### src/rtl/req_ack_responder.sv
// req_ack_responder: responder end of a single-bit req/ack handshake.
// Every cycle req is sampled high counts as one request. Each request is answered
// by ack within MIN_LAT..MAX_LAT edges. inject_miss suppresses an ack that is due.
// Optional feature macro: ACK_JITTER_EN. When defined, an LFSR picks the latency
// per request; otherwise the latency is fixed at MIN_LAT.
// Ports:
//   clk, rst             clock, synchronous active-high reset
//   req                  request, sampled every posedge
//   inject_miss          suppresses the ack due at this edge
//   ack                  acknowledge (registered)
//   miss                 one-cycle pulse when a due ack was suppressed
//   pend_cnt             requests accepted whose ack/miss pulse has not yet finished
//   ack_cnt, miss_cnt    ack count (wraps), miss count (saturates)
module req_ack_responder #(
  parameter int         MIN_LAT   = 1,
  parameter int         MAX_LAT   = 3,
  parameter logic [7:0] LFSR_SEED = 8'hA5,
  parameter int         CNT_W     = 16
) (
  input  logic                         clk,
  input  logic                         rst,
  input  logic                         req,
  input  logic                         inject_miss,
  output logic                         ack,
  output logic                         miss,
  output logic [$clog2(MAX_LAT+1)-1:0] pend_cnt,
  output logic [CNT_W-1:0]             ack_cnt,
  output logic [CNT_W-1:0]             miss_cnt
);
  localparam int PW = $clog2(MAX_LAT + 1);
  // bit k: ack register is set at the edge k edges after the next one
  logic [MAX_LAT-1:0] r_slot;
  logic [MAX_LAT-1:0] w_slot;
  logic [31:0]        w_lat;
  logic               w_placed;
  logic               w_due;
  logic               r_ack;
  logic               r_miss;
  logic [PW-1:0]      r_pend;
  logic [CNT_W-1:0]   r_ack_cnt;
  logic [CNT_W-1:0]   r_miss_cnt;
`ifdef ACK_JITTER_EN
  logic [7:0] r_lfsr;
  always_ff @(posedge clk)
    if (rst) r_lfsr <= LFSR_SEED;
    else if (req) r_lfsr <= {r_lfsr[6:0], r_lfsr[7] ^ r_lfsr[5] ^ r_lfsr[4] ^ r_lfsr[3]};
  assign w_lat = MIN_LAT + 32'(r_lfsr) % (MAX_LAT - MIN_LAT + 1);
`else
  assign w_lat = MIN_LAT;
`endif
  // elaboration marker: a zero seed would lock the jitter LFSR at zero
  if (LFSR_SEED == 8'h00) begin : g_zero_seed_locks_lfsr
  end
  // new request takes the earliest free slot no sooner than its latency;
  // the top slot is always free, so a request is never dropped
  always_comb begin
    w_slot = r_slot;
    w_placed = 1'b0;
    for (int k = 0; k < MAX_LAT; k++)
      if (req && !w_placed && !r_slot[k] && 32'(k + 1) >= w_lat) begin
        w_slot[k] = 1'b1;
        w_placed = 1'b1;
      end
  end
  assign w_due = w_slot[0];
  always_ff @(posedge clk)
    if (rst) begin
      r_slot     <= '0;
      r_ack      <= 1'b0;
      r_miss     <= 1'b0;
      r_pend     <= '0;
      r_ack_cnt  <= '0;
      r_miss_cnt <= '0;
    end else begin
      r_slot     <= w_slot >> 1;
      r_ack      <= w_due & ~inject_miss;
      r_miss     <= w_due & inject_miss;
      r_pend     <= r_pend + PW'(req) - PW'(r_ack | r_miss);
      r_ack_cnt  <= r_ack_cnt + CNT_W'(w_due & ~inject_miss);
      r_miss_cnt <= r_miss_cnt + CNT_W'(w_due & inject_miss & ~&r_miss_cnt);
    end
  assign ack      = r_ack;
  assign miss     = r_miss;
  assign pend_cnt = r_pend;
  assign ack_cnt  = r_ack_cnt;
  assign miss_cnt = r_miss_cnt;
endmodule

### config.mk
export PLATFORM = sky130hd
export DESIGN_NAME = req_ack_responder
export DESIGN_NICKNAME = d
export VERILOG_FILES = /design/src/rtl/req_ack_responder.sv
export SDC_FILE = /design/constraint.sdc
export NUM_CORES = 1
export LEC_CHECK = 0
export ABC_AREA = 1
export ABC_CLOCK_PERIOD_IN_PS = 2500
export CAP_MARGIN = 10
export CORE_MARGIN = 2
export CORE_UTILIZATION = 52
export CTS_BUF_LIST = sky130_fd_sc_hd__clkbuf_2
export DETAILED_ROUTE_END_ITERATION = 6
export PLACE_DENSITY_LB_ADDON = 0.3
export SLEW_MARGIN = 20
export SYNTH_ARGS = -nofsm -noshare
export SYNTH_HDL_FRONTEND = slang
export SYNTH_SLANG_ARGS = --single-unit
export TNS_END_PERCENT = 20
### constraint.sdc
create_clock -name clk -period 2.5 [get_ports clk]
set_input_delay 0.5 -clock clk [delete_from_list [all_inputs] [get_ports clk]]
set_output_delay 0.5 -clock clk [all_outputs]
set_load 0.01 [all_outputs]
==> flow_metrics.env <==
export IMPL_clock_root_buffer="clkbuf_2"
export IMPL_antenna_found_initial=0
export IMPL_synth_edff_count=0
export IMPL_grtUsageTotal_pct=20.00
export IMPL_die_w_um=63.19
export IMPL_postRouteWirelength_mm=3.647
export IMPL_start_util_pct=54.17
export IMPL_syn_inst=268
export IMPL_syn_area_mm2=0.001822
export IMPL_setup_tns_final_ps=0
export IMPL_required_ps=2850
export IMPL_maxSlewHeadroom_pct=61.46
export IMPL_use_met3_pct=5.000
export IMPL_seq_area_um2=760.7
export IMPL_cap_violations=0
export IMPL_switching_share_pct=23.70
export IMPL_cts_tree="built"
export IMPL_cp_start_kind="flop"
export IMPL_placed_cells=351
export IMPL_grt_pass1_vias=1533
export IMPL_synthFlopType="dfxtp_1"
export IMPL_fill_cells=313
export IMPL_crit_slowest_cell="dfxtp_1"
export IMPL_setup_violations=0
export IMPL_fin_nets=322
export IMPL_ctsHoldBuffers=0
export IMPL_yosys_cell_types_count=24
export IMPL_stdcell_count=359
export IMPL_synth_top_cell_area_share_pct=41.76
export IMPL_path_cells="nand2_1 > nor2_2 > nand2_1 > nor3_1 > nor2_1 > ha_1 > ha_1 > inv_1 > nor2_4 > nand2_2 > nor2_2 > nand2_1 > nand2_1 > nor2_1"
export IMPL_fin_crit_ps=2082
export IMPL_p_switching_w=0.0002573
export IMPL_post_dp_hpwl_mm=2.640
export IMPL_clockPowerShare_pct=34.4
export IMPL_firstDrtPassIters=4
export IMPL_synth_largest_area_cell="dfxtp_1"
export IMPL_synth_avg_cell_area_um2=6.798
export IMPL_antenna_left=0
export IMPL_synthMuxAreaShare_pct=0
export IMPL_die_y_um=63.19
export IMPL_viasPerCell=4.805
export IMPL_pwr_density_cell_mw_per_mm2=466.1
export IMPL_synth_simple_gate_area_share_pct=34.41
export IMPL_grt_use_met1_pct=22.62
export IMPL_vias=1725
export IMPL_grt_max_degree=20
export IMPL_place_congestion=0.8188
export IMPL_clkTransAtPathRegs_ps=200
export IMPL_ys_seq_area_share_pct=41.76
export IMPL_multi_input_area_um2=909.6
export IMPL_power_share_combinational_pct=8.0
export IMPL_crit_arrival_ps=2430
export IMPL_grt_ovfl_total=0
export IMPL_cts_resized=0
export IMPL_yosysMostFrequentCell="nand2_1"
export IMPL_worst_pin_slew_ps=574.6
export IMPL_drive_above_1_share_pct=6.709
export IMPL_clockBufferDepth=2
export IMPL_synth_warning_count=0
export IMPL_hp_class="flop to flop"
export IMPL_rsz0062_at_grt="no"
export IMPL_cts_inserted_buffers=5
export IMPL_die_area_mm2=0.003993
export IMPL_clock_latency_ps=400
export IMPL_drt_initial_drc_count=90
export IMPL_fmax_mhz=480.3
export IMPL_critical_path_max_stage_delay_ps=440
export IMPL_final_core_util_pct=69.27
export IMPL_hold_violations=0
export IMPL_slew_violations=0
export IMPL_outcome="completed"
export IMPL_h_tree_depth=2
export IMPL_ios=40
export IMPL_fin_skew_ps=16.63
export IMPL_postCtsSetupRepairBufs=0
export IMPL_wl_per_cell_um=10.16
export IMPL_power_frac_seq_pct=57.6
export IMPL_grtUsageMet2_pct=35.64
export IMPL_synthAdderAreaFrac_pct=4.121
export IMPL_synth_compound_area_share_pct=9.478
export IMPL_p_int_w=0.0008286
export IMPL_peakVddDrop_mv=0.3504
export IMPL_drcViolationCount=0
export IMPL_cp_max_fo=5
export IMPL_synthesis_nets=278
export IMPL_synthArstFlopShare_pct=0
export IMPL_area_growth_pct=27.88
export IMPL_synth_top_family_by_area="simple AND/OR/NAND/NOR gates"
export IMPL_synthTopCellsByCount="nand2_1 (66), nor2_1 (55), dfxtp_1 (38)"
export IMPL_end_kind="flop"
export IMPL_power_total_w=0.001086
export IMPL_yosys_area_share_xor_xnor_pct=1.923
export IMPL_core_area_mm2=0.003363
export IMPL_crit_type="flop to flop"
export IMPL_cts_sinks=38
export IMPL_cpMostUsedCell="nand2_1"
export IMPL_min_period_over_period_pct=83.28
export IMPL_synthTopCellsByArea="dfxtp_1 (42%), nand2_1 (14%), nor2_1 (11%), inv_1 (7.2%), ha_1 (4.1%)"
export IMPL_ys_ff_latch=38
export IMPL_p_leak_nw=0.9312
export IMPL_num_antenna_cells=0
export IMPL_row_count=21
export IMPL_top_usage_layer="met2"
export IMPL_io_buffers=39
export IMPL_grt_pass1_wl_mm=6.368
worst max-delay path: cells and delay by family, from the launching register on:
family / cells / cell delay, ps
and+or+nand+nor: 11 / 1040
DFF: 1 / 440
adders and majority gates: 2 / 420
buffers and inverters: 1 / 130
layout make-up:
class                      count  area share (%)
multi-input combinational    190           39.04
clock inverter                 3           1.719
clock buffer                   5           1.074
sequential                    38           32.65
timing repair buffer          40           17.08
tap                           46           2.470
inverter                      37           5.961
power by group through the flow:
| stage | Combinational (W) | Sequential [W] | Clock [W] |
|---|---|---|---|
| after floorplan | 0.0000436 | 0.000644 | 0 |
| after global placement | 0.0000850 | 0.000638 | 0 |
| after detailed placement | 0.0000877 | 0.000638 | 0 |
| after CTS | 0.0000881 | 0.000626 | 0.000385 |
| after global routing | 0.0000995 | 0.000629 | 0.000415 |
| final | 0.0000868 | 0.000626 | 0.000373 |
state kept, by name, summed over array words and instances (netlist names):
register  flops
ack           1
miss          1
ack_cnt      16
miss_cnt     16
pend_cnt      2
r_slot        2
stage by stage:
stage	setup slack (ps)	hold WS (ps)	area (um2)
2_1_floorplan	646.7	420.4	1822
3_3_place_gp	168.1	430.8	2265
3_5_place_dp	120.5	435.2	2265
4_1_cts	403.2	457.8	2330
5_1_grt	211.5	477.6	2330
6_report	418.0	458.1	2330
placed cells by master (no fill, tap or decap), drive strengths merged, types with 5 or more instances in the layout:
master	Yosys	final
nand2	70	70
nor2	61	61
clkdlybuf4s50	0	39
dfxtp	38	38
inv	36	36
a21oi	14	14
nand3	12	12
o21ai	7	7
o21bai	6	6
ha	6	6
clkbuf	1	5
path summary, 6_finish.rpt:
check	slack, ps	cells after the start	endpoint	from
max reg2reg	420	14	miss_cnt[14]$_SDFF_PP0_	miss_cnt[6]$_SDFF_PP0_
min	460	2	r_slot[1]$_SDFF_PP0_	r_slot[1]$_SDFF_PP0_
max	420	14	miss_cnt[14]$_SDFF_PP0_	miss_cnt[6]$_SDFF_PP0_
min reg2reg	460	2	r_slot[1]$_SDFF_PP0_	r_slot[1]$_SDFF_PP0_
logic make-up after synthesis:
group / Yosys count
AOI/OAI and AO/OA: 30
and+or+nand+nor: 150
DFF: 38
buffers and inverters: 40
adders and majority gates: 6
xor gates and xnor gates: 4
routing by layer:
metal,up-vias,share of wire (%)
met3,6,4.9
met5,-,0
met1,766,46
met4,0,1.6
met2,36,47
li1,917,-
Note: power is estimated with default switching activity, not from simulation.
